[src/rtl/board_vga_renderer.sv]
// 2048 board renderer: 640x480@60 VGA timing from a clk/2 pixel enable, board drawn from a per-frame snapshot.
// Optional DEFEAT_OVERLAY_EN: darken the board region with a red tint while the defeat snapshot is set.
module board_vga_renderer #(
   parameter int TILE_PX   = 100,
   parameter int BORDER_PX = 4,
   parameter int X0        = 120,
   parameter int Y0        = 40,
   parameter int H_ACTIVE  = 640,
   parameter int H_FP      = 16,
   parameter int H_SYNC    = 96,
   parameter int H_BP      = 48,
   parameter int V_ACTIVE  = 480,
   parameter int V_FP      = 10,
   parameter int V_SYNC    = 2,
   parameter int V_BP      = 33
) (
   input  logic       clk,
   input  logic       reset,
   input  logic [3:0] matrix [0:3][0:3],
   input  logic       defeat,
   output logic       vga_clk,
   output logic       hsync,
   output logic       vsync,
   output logic       blank_n,
   output logic       sync_n,
   output logic [7:0] red,
   output logic [7:0] green,
   output logic [7:0] blue
);
   localparam int OW = (TILE_PX > 1) ? $clog2(TILE_PX) : 1;
   localparam logic [9:0] H_LAST   = 10'(H_ACTIVE + H_FP + H_SYNC + H_BP - 1);
   localparam logic [9:0] HS_FIRST = 10'(H_ACTIVE + H_FP);
   localparam logic [9:0] HS_LAST  = 10'(H_ACTIVE + H_FP + H_SYNC - 1);
   localparam logic [9:0] H_VIS    = 10'(H_ACTIVE);
   localparam logic [9:0] V_LAST   = 10'(V_ACTIVE + V_FP + V_SYNC + V_BP - 1);
   localparam logic [9:0] VS_FIRST = 10'(V_ACTIVE + V_FP);
   localparam logic [9:0] VS_LAST  = 10'(V_ACTIVE + V_FP + V_SYNC - 1);
   localparam logic [9:0] V_VIS    = 10'(V_ACTIVE);
   localparam logic [9:0] X_START  = 10'(X0);
   localparam logic [9:0] Y_START  = 10'(Y0);
   localparam logic [OW-1:0] OFF_LAST = OW'(TILE_PX - 1);
   localparam logic [OW-1:0] B_LO     = OW'(BORDER_PX);
   localparam logic [OW-1:0] B_HI     = OW'(TILE_PX - BORDER_PX);

   function automatic logic [23:0] palette(input logic [3:0] e);
      case (e)
         4'd0:    palette = 24'hCDC1B4;
         4'd1:    palette = 24'hEEE4DA;
         4'd2:    palette = 24'hEDE0C8;
         4'd3:    palette = 24'hF2B179;
         4'd4:    palette = 24'hF59563;
         4'd5:    palette = 24'hF67C5F;
         4'd6:    palette = 24'hF65E3B;
         4'd7:    palette = 24'hEDCF72;
         4'd8:    palette = 24'hEDCC61;
         4'd9:    palette = 24'hEDC850;
         4'd10:   palette = 24'hEDC53F;
         default: palette = 24'hEDC22E;
      endcase
   endfunction

   logic          pe_q, pe_d;
   logic [9:0]    h_q, h_d, v_q, v_d;
   logic [OW-1:0] ox_q, ox_d, oy_q, oy_d;
   logic [1:0]    col_q, col_d, row_q, row_d;
   logic          inx_q, inx_d, iny_q, iny_d;
   logic [3:0]    snap_q [0:3][0:3];
   logic [3:0]    snap_d [0:3][0:3];
   logic          sdef_q, sdef_d;
   logic          hsync_q, hsync_d, vsync_q, vsync_d, blank_q, blank_d;
   logic [23:0]   rgb_q, rgb_d;
   logic          visible, border;
   logic [23:0]   tile_rgb, pix_rgb;

   always_comb begin
      pe_d    = ~pe_q;
      h_d     = h_q;
      v_d     = v_q;
      ox_d    = ox_q;
      col_d   = col_q;
      inx_d   = inx_q;
      oy_d    = oy_q;
      row_d   = row_q;
      iny_d   = iny_q;
      snap_d  = snap_q;
      sdef_d  = sdef_q;
      hsync_d = hsync_q;
      vsync_d = vsync_q;
      blank_d = blank_q;
      rgb_d   = rgb_q;

      visible  = (h_q < H_VIS) && (v_q < V_VIS);
      border   = (ox_q < B_LO) || (ox_q >= B_HI) || (oy_q < B_LO) || (oy_q >= B_HI);
      tile_rgb = border ? 24'hBBADA0 : palette(snap_q[row_q][col_q]);
`ifdef DEFEAT_OVERLAY_EN
      if (sdef_q)
         tile_rgb = {(tile_rgb[23:16] >> 1) | 8'h80, tile_rgb[15:8] >> 1, tile_rgb[7:0] >> 1};
`endif
      if (!visible)
         pix_rgb = 24'h000000;
      else if (!(inx_q && iny_q))
         pix_rgb = 24'h202020;
      else
         pix_rgb = tile_rgb;

      if (pe_q) begin
         if (h_q == H_LAST) begin
            h_d = 10'd0;
            v_d = (v_q == V_LAST) ? 10'd0 : v_q + 10'd1;
         end else begin
            h_d = h_q + 10'd1;
         end
         // Sub-tile trackers follow h/v so tile index and offset need no dividers.
         if (h_d == X_START) begin
            inx_d = 1'b1;
            ox_d  = '0;
            col_d = 2'd0;
         end else if (inx_q) begin
            if (ox_q == OFF_LAST) begin
               ox_d  = '0;
               col_d = col_q + 2'd1;
               inx_d = (col_q != 2'd3);
            end else begin
               ox_d = ox_q + OW'(1);
            end
         end
         if (h_q == H_LAST) begin
            if (v_d == Y_START) begin
               iny_d = 1'b1;
               oy_d  = '0;
               row_d = 2'd0;
            end else if (iny_q) begin
               if (oy_q == OFF_LAST) begin
                  oy_d  = '0;
                  row_d = row_q + 2'd1;
                  iny_d = (row_q != 2'd3);
               end else begin
                  oy_d = oy_q + OW'(1);
               end
            end
         end
         if (h_q == 10'd0 && v_q == V_VIS) begin
            snap_d = matrix;
            sdef_d = defeat;
         end
         hsync_d = !((h_q >= HS_FIRST) && (h_q <= HS_LAST));
         vsync_d = !((v_q >= VS_FIRST) && (v_q <= VS_LAST));
         blank_d = visible;
         rgb_d   = pix_rgb;
      end
   end

   always_ff @(posedge clk) begin
      if (reset) begin
         pe_q    <= 1'b0;
         h_q     <= 10'd0;
         v_q     <= 10'd0;
         ox_q    <= '0;
         col_q   <= 2'd0;
         inx_q   <= (X_START == 10'd0);
         oy_q    <= '0;
         row_q   <= 2'd0;
         iny_q   <= (Y_START == 10'd0);
         snap_q  <= '{default: 4'h0};
         sdef_q  <= 1'b0;
         hsync_q <= 1'b1;
         vsync_q <= 1'b1;
         blank_q <= 1'b0;
         rgb_q   <= 24'h000000;
      end else begin
         pe_q    <= pe_d;
         h_q     <= h_d;
         v_q     <= v_d;
         ox_q    <= ox_d;
         col_q   <= col_d;
         inx_q   <= inx_d;
         oy_q    <= oy_d;
         row_q   <= row_d;
         iny_q   <= iny_d;
         snap_q  <= snap_d;
         sdef_q  <= sdef_d;
         hsync_q <= hsync_d;
         vsync_q <= vsync_d;
         blank_q <= blank_d;
         rgb_q   <= rgb_d;
      end
   end

`ifndef DEFEAT_OVERLAY_EN
   logic unused_sdef;
   assign unused_sdef = sdef_q;
`endif

   assign vga_clk = pe_q;
   assign hsync   = hsync_q;
   assign vsync   = vsync_q;
   assign blank_n = blank_q;
   assign sync_n  = 1'b0;
   assign red     = rgb_q[23:16];
   assign green   = rgb_q[15:8];
   assign blue    = rgb_q[7:0];
endmodule

[config.mk]
export PLATFORM = sky130hd
export DESIGN_NAME = board_vga_renderer
export DESIGN_NICKNAME = d
export VERILOG_FILES = /design/src/rtl/board_vga_renderer.sv
export SDC_FILE = /design/constraint.sdc
export NUM_CORES = 1
export LEC_CHECK = 0
export BUFFER_PORTS_ARGS = -buffer_cell sky130_fd_sc_hd__buf_2
export CORE_UTILIZATION = 59
export CTS_BUF_LIST = sky130_fd_sc_hd__clkbuf_4 sky130_fd_sc_hd__clkbuf_8
export CTS_CLUSTER_DIAMETER = 120
export CTS_CLUSTER_SIZE = 10
export DETAILED_ROUTE_END_ITERATION = 16
export PLACE_DENSITY = 0.89
export SLEW_MARGIN = 10
export SYNTH_ARGS = -nofsm -noshare
export SYNTH_HDL_FRONTEND = slang
export SYNTH_SLANG_ARGS = --single-unit
export TNS_END_PERCENT = 5
[constraint.sdc]
create_clock -name clk -period 3.6 [get_ports clk]
set_input_delay 0.72 -clock clk [delete_from_list [all_inputs] [get_ports clk]]
set_output_delay 0.72 -clock clk [all_outputs]
set_load 0.01 [all_outputs]
; After elaboration in Yosys (flattened, before gate mapping)
; Memory sizes are Yosys's and may differ from the RTL's.
; Index checks and enable logic that the tools add are counted.
[word_totals]
reg_bits = 132
latch_bits = 0
mem_bits_rw = 0
rom_bits = 352
inputBits = 67
out_inout_bits = 29
wordCells = 113
n_memories = 1
[classes]
addsub = 6
mul = 0
div = 0
magnitude_cmp = 12
n_eq_ne = 9
shift = 0
mux = 32
bitwise = 3
n_reduce_logical = 21
[mem_list]
columns = name, depth, word_bits, read_ports, rd_ports_with_merged_regs, write_ports, line_no
row1 = (name not given), 16, 22, 1, 0, 0, 46  ; case (e)
[ops]
columns = operator, count
row1 = 24-bit two-way mux, 3
row2 = 10-bit two-way mux, 5
row3 = 7-bit two-way mux, 6
row4 = 16-bit binary-select mux with 2-bit select, 1
row5 = 16-bit two-way mux, 2
row6 = "10-bit by 1-bit adder with 10-bit output, second input constant", 2
row7 = "10-bit equality test, second input constant", 2
row8 = "7-bit by 1-bit adder with 7-bit output, second input constant", 2
row9 = "7-bit equality test, second input constant", 2
row10 = "7-bit >= comparator, second input constant", 2
row11 = "7-bit by 3-bit less-than comparator with 1-bit output, second input constant", 2
row12 = 2-bit two-way mux, 6
row13 = "10-bit by 6-bit equality test with 1-bit output, second input constant", 1
row14 = "10-bit by 7-bit equality test with 1-bit output, second input constant", 1
row15 = "10-bit by 9-bit equality test with 1-bit output, second input constant", 1
row16 = "10-bit >= comparator, second input constant", 1
row17 = "10-bit by 9-bit >= comparator with 1-bit output, second input constant", 1
row18 = "10-bit less-or-equal comparator, second input constant", 1
row19 = "10-bit by 9-bit less-or-equal comparator with 1-bit output, second input constant", 1
row20 = 10-bit logical NOT, 1
row21 = "10-bit less-than comparator, second input constant", 1
row22 = "10-bit by 9-bit less-than comparator with 1-bit output, second input constant", 1
row23 = 4-bit binary-select mux with 2-bit select, 1
row24 = 4-bit two-way mux, 2
row25 = 13 further kinds, 35

; Longest topological paths before layout
; An unclocked memory read counts as a cell.
[depth]
word_depth = 11
depth_mapped = 11
mapped_depth_nobuf = 9

; Worst setup path after synthesis
; No wires, ideal clock.
[synth_path]
kind = flip-flop to flip-flop
from = register row_q[0]
to = register rgb_q[17]
setup_time_ns = 0.114
arrival_time_ns = 2.848
required_time_ns = 3.486
setup_slack_ns = 0.638
stages_incl_launch_ff = 12
n_path_buf = 2
synth_period_minus_slack_ns = 2.962
cell_sequence = dfxtp_1 > buf_2 > buf_2 > mux4_2 > mux4_2 > inv_1 > ha_1 > inv_1 > nor2_1 > o21bai_1 > a21oi_1 > a21o_1
[synth_between]
elab_chain_len = 11
[synth_lines]
columns = item, line_no
row1 = start: declaration, 65  ; logic [1:0] col_q, col_d, row_q, row_d;
row2 = start signal: assignment, 178  ; row_q <= row_d;
row3 = 2-bit inverter with 3-bit output (not written as such), 94  ; tile_rgb = border ? 24'hBBADA0 : palette(snap_q[row_q][col_q]);
row4 = 16-bit binary-select mux with 2-bit select, 94
row5 = 16-bit two-way mux (not written as such) (2 in series), 94
row6 = 4-bit binary-select mux with 2-bit select, 94
row7 = 4-bit two-way mux (not written as such) (2 in series), 94
row8 = memory read 16 x 22 bit, --
row9 = 24-bit two-way mux, 94
row10 = 24-bit two-way mux, 101  ; else if (!(inx_q && iny_q))
row11 = 24-bit two-way mux, 99  ; if (!visible)
row12 = end signal: assignment, 185  ; rgb_q <= rgb_d;
row13 = end: declaration, 71  ; logic [23:0] rgb_q, rgb_d;
; Every way passes these cells. The select of a mux whose other input is x is not followed.
; A chain may end at the register's enable or synchronous reset.

; Worst setup path after layout
[layout_path]
from = register h_q[0]
to = register oy_q[4]
[layout_between]
elab_chain_len = 6
word_cells_on_any_way = 7
cone_classes = eq/ne (2) / mux (3) / reduce/logical (2)
[layout_lines]
columns = item, line_no
row1 = start: declaration, 63  ; logic [9:0] h_q, h_d, v_q, v_d;
row2 = start signal: assignment, 156  ; h_q <= 10'd0;
row3 = start signal: assignment, 172  ; h_q <= h_d;
row4 = 10-bit equality test *, "107, 127"
row5 = 10-bit two-way mux, 107  ; if (h_q == H_LAST) begin
row6 = 10-bit two-way mux, 106  ; if (pe_q) begin
row7 = 10-bit by 6-bit equality test with 1-bit output, 128  ; if (v_d == Y_START) begin
row8 = 2-bit nonzero test (no source line), --
row9 = 3-bit AND reduction (no source line), --
row10 = end signal: assignment, 177  ; oy_q <= oy_d;
row11 = end: declaration, 64  ; logic [OW-1:0] ox_q, ox_d, oy_q, oy_d;
; Every way passes the cells marked *; elsewhere a longest branch is shown, timed or not. The select of a mux whose other input is x is not followed.

==> flow_metrics.env <==
export IMPL_p_switching_uw=693
export IMPL_vias=5883
export IMPL_finalNonFillerCells=1005
export IMPL_first_pass_iters=5
export IMPL_cp_end_kind="flip-flop"
export IMPL_slew_headroom_pct=29.2
export IMPL_cts_hold_buf=0
export IMPL_fin_nets=939
export IMPL_drt_iter0_drc=512
export IMPL_clock_path_buffers=2
export IMPL_yosysSeqAreaShare_pct=41.0
export IMPL_design_area_um2=7330
export IMPL_hold_violations=0
export IMPL_slew_violations=0
export IMPL_drt_total_wl_um=14900
export IMPL_min_period_ns=3.06
export IMPL_cts_buffers_inserted=17
export IMPL_register_area_um2=2640
export IMPL_cap_violations=0
export IMPL_async_flop_share_pct=0
export IMPL_grt_usage_pct=27.7
export IMPL_die_w_um=106
export IMPL_die_area_um2=11300
export IMPL_rrSetupSlack_ns=0.54
export IMPL_post_drt_via_cell_ratio=5.85
export IMPL_synthDistinctLibCells=61
export IMPL_cpPeakStageDelay_ns=0.58
export IMPL_clk_insertion_delay_late_ns=0.45
export IMPL_root_buffer="clkbuf_8"
export IMPL_wl_per_cell_um=14.8
export IMPL_clkTransAtPathRegs_ns=0.08
export IMPL_antenna_left=0
export IMPL_reg2reg_to="oy_q[4]$_SDFFE_PP0P_"
export IMPL_crit_required_ns=3.95
export IMPL_drive_above_1_share_pct=19.7
export IMPL_setup_viol=0
export IMPL_r2r_start="h_q[0]$_SDFFE_PP0P_"
export IMPL_switching_share_pct=24.1
export IMPL_ir_drop_v=0.000333
export IMPL_whs_endpoint="snap_q[3]$_SDFFE_PP0P_"
export IMPL_ys_seq_elements=132
export IMPL_startpoint_type="flip-flop"
export IMPL_p_int_mw=2.18
export IMPL_worst_pin_slew_ns=1.06
export IMPL_critPathKind="reg -> reg"
export IMPL_multiInputGateArea_um2=3500
export IMPL_dp_hpwl_um=10000
export IMPL_clock_sinks=132
export IMPL_status="finished clean"
export IMPL_dp_cells=973
export IMPL_boundaryPins=96
export IMPL_core_area_um2=10500
export IMPL_post_cts_buffers=0
export IMPL_n_antenna_cell=0
export IMPL_syn_avg_cell_area_um2=8.15
export IMPL_p_leak_nw=2.70
export IMPL_port_buffers=93
export IMPL_synthFlopType="dfxtp_1"
export IMPL_grt_max_degree=104
export IMPL_slowest_stage="a31oi_1"
export IMPL_hold_path_class="reg -> reg"
export IMPL_crit_arrival_ns=3.41
export IMPL_fmax_mhz=326
export IMPL_path_cells="ha_1 -> nand3_1 -> nor3_2 -> buf_4 -> a211oi_1 -> a41o_1 -> a31oi_1 -> o21ai_0 -> a211oi_1"
export IMPL_overflow=0
export IMPL_cts_resized=0
export IMPL_grt_pass1_wl_um=25000
export IMPL_netlist_instances=790
export IMPL_powerDensity_nw_per_um2=392
export IMPL_reg2reg_depth=9
export IMPL_antenna_found_initial=0
export IMPL_synth_nets=873
export IMPL_synth_edf_count=0
export IMPL_whs_ns=0.449
export IMPL_fin_crit_sh_pct=85.1
export IMPL_cts_tree="done"
export IMPL_yosys_area_top_type="dfxtp_1"
export IMPL_yosys_warnings=0
export IMPL_post_dp_cell_area_um2=6920
export IMPL_finalSetupTns_ns=0
export IMPL_synthesis_area_um2=6440
export IMPL_p_comb_share_pct=4.5
export IMPL_syn_to_final_growth_pct=13.9
export IMPL_h_tree_depth=4
export IMPL_whs_path_depth=2
export IMPL_rsz0062_at_grt="no"
export IMPL_finalWeightedCongestion=0.897
export IMPL_synthTopCellsByArea="dfxtp_1, nand2_1, a21oi_1"
export IMPL_clkPwrFrac_pct=44.2
export IMPL_cp_common_cell="a211oi_1"
export IMPL_path_max_fanout=12
export IMPL_cp_top_family="compound AO/OA/AOI/OAI gates"
export IMPL_drc=0
export IMPL_grt_pass1_vias=5289
export IMPL_finClkSkew_ns=0.0160
export IMPL_fp_dieH_um=106
export IMPL_sequentialPowerShare_pct=51.3
export IMPL_num_fill_cells=808
export IMPL_start_util_pct=61.5
export IMPL_netlist_area_leader_share_pct=41.0
export IMPL_path_buf_inv=1
export IMPL_min_from="snap_q[3]$_SDFFE_PP0P_"
export IMPL_rows=37
[power groups by stage]
stage	Combinational, mW	Clock [mW]	Sequential [mW]
2_1_floorplan	0.0683	0	1.51
3_3_place_gp	0.128	0	1.51
3_5_place_dp	0.129	0	1.51
4_1_cts	0.130	1.29	1.48
5_1_grt	0.141	1.37	1.48
6_report	0.130	1.27	1.48
[cells by family (layout without fill, tap and decap cells)]
family,Yosys count,count (layout),share of synthesized area (%)
adders and majority gates,16,16,3.11
DFF,132,132,41.0
muxes,22,22,7.31
and+or+nand+nor,344,344,25.0
xor gates and xnor gates,13,13,1.77
AOI/OAI and AO/OA,192,192,17.1
buffers and inverters,70,149,4.65
other,1,1,0.0583
[worst max path at each step]
stage               cells after the start                      to                   from
global placement                        8    oy_q[5]$_SDFFE_PP0P_    v_q[0]$_SDFFE_PP0P_
CTS                                     8    oy_q[6]$_SDFFE_PP0P_    v_q[0]$_SDFFE_PP0P_
detailed placement                      8    oy_q[6]$_SDFFE_PP0P_    v_q[0]$_SDFFE_PP0P_
floorplan                              11  rgb_q[17]$_SDFFE_PP0P_  row_q[0]$_SDFFE_PP0P_
global route                            9    oy_q[4]$_SDFFE_PP0P_    h_q[0]$_SDFFE_PP0P_
finish                                  9    oy_q[4]$_SDFFE_PP0P_    h_q[0]$_SDFFE_PP0P_
[sequential cells by signal, indices dropped and copies added (netlist names), 2 cells and up]
name and cells:
col_q 2, h_q 10, oy_q 7, rgb_q 24, ox_q 7, v_q 10
snap_q 64, row_q 2
[stage by stage]
| step | worst slack, ns | total power, mW | util, % |
|---|---|---|---|
| after CTS | 0.585 | 2.90 | 70.1 |
| after detailed placement | 0.599 | 1.64 | 66.2 |
| final | 0.535 | 2.88 | 70.1 |
| after global routing | 0.260 | 2.98 | 70.1 |
| after global placement | 0.650 | 1.64 | 66.2 |
| after floorplan | 0.638 | 1.58 | - |
[Yosys cell counts (4+ instances only)]
master      n
or3_1       7
clkbuf_1   41
o21ai_0    41
or4_1       4
buf_2       8
nand2_1   184
a211oi_1    8
and4_1      6
nor4_1      5
ha_1       16
and2_1      4
a21o_1      7
a22oi_1     6
xor2_1     11
nand3_1    19
nor3_1     15
nor2_1     53
buf_1       4
dfxtp_1   132
a31oi_1     5
a21oi_1   102
inv_1      12
mux4_2     20
or2_2       4
nand2b_1    9
nand4_1    10
[placed cells by master, fill, tap and decap left out, types with 4 or more instances in the layout]
master	instances
nand2_1	184
dfxtp_1	132
a21oi_1	102
buf_2	93
nor2_1	53
o21ai_0	41
mux4_2	20
nand3_1	19
clkbuf_8	19
ha_1	16
nor3_1	15
inv_1	12
xor2_1	11
buf_4	11
nand4_1	10
nand2b_1	9
a211oi_1	8
or3_1	7
a21o_1	7
a22oi_1	6
nor4_1	5
a31oi_1	5
and4_1	5
or2_2	4
or4_1	4
and2_1	4
clkinv_4	4
[worst register-to-register path, delay by kind of cell (launching register included)]
| kind | cells | cell delay (ns) |
|---|---|---|
| adder cells (fa/ha/maj) | 1 | 0.28 |
| AND/OR/NAND/NOR | 2 | 0.64 |
| buffers and inverters | 1 | 0.25 |
| AO/OA/AOI/OAI | 5 | 1.36 |
| flip-flops | 1 | 0.44 |
[cell type report]
type	instances	area share, %
Clock buffer	19	3.57
Clock inverter	13	2.00
Inverter	12	0.614
Multi-Input combinational cell	588	47.7
Sequential cell	132	36.0
Tap cell	136	2.32
Timing Repair Buffer	105	7.75
[per-layer routing]
layer  global-route usage (%)  part of all wire, %  up-vias
met3                     5.82                  5.5       28
met1                     36.9                   45     2737
met4                     10.4                  1.9        0
li1                         -                    -     2905
met2                     44.5                   48      213
met5                        0                    0        -
Power figures use the tool's default switching activity.
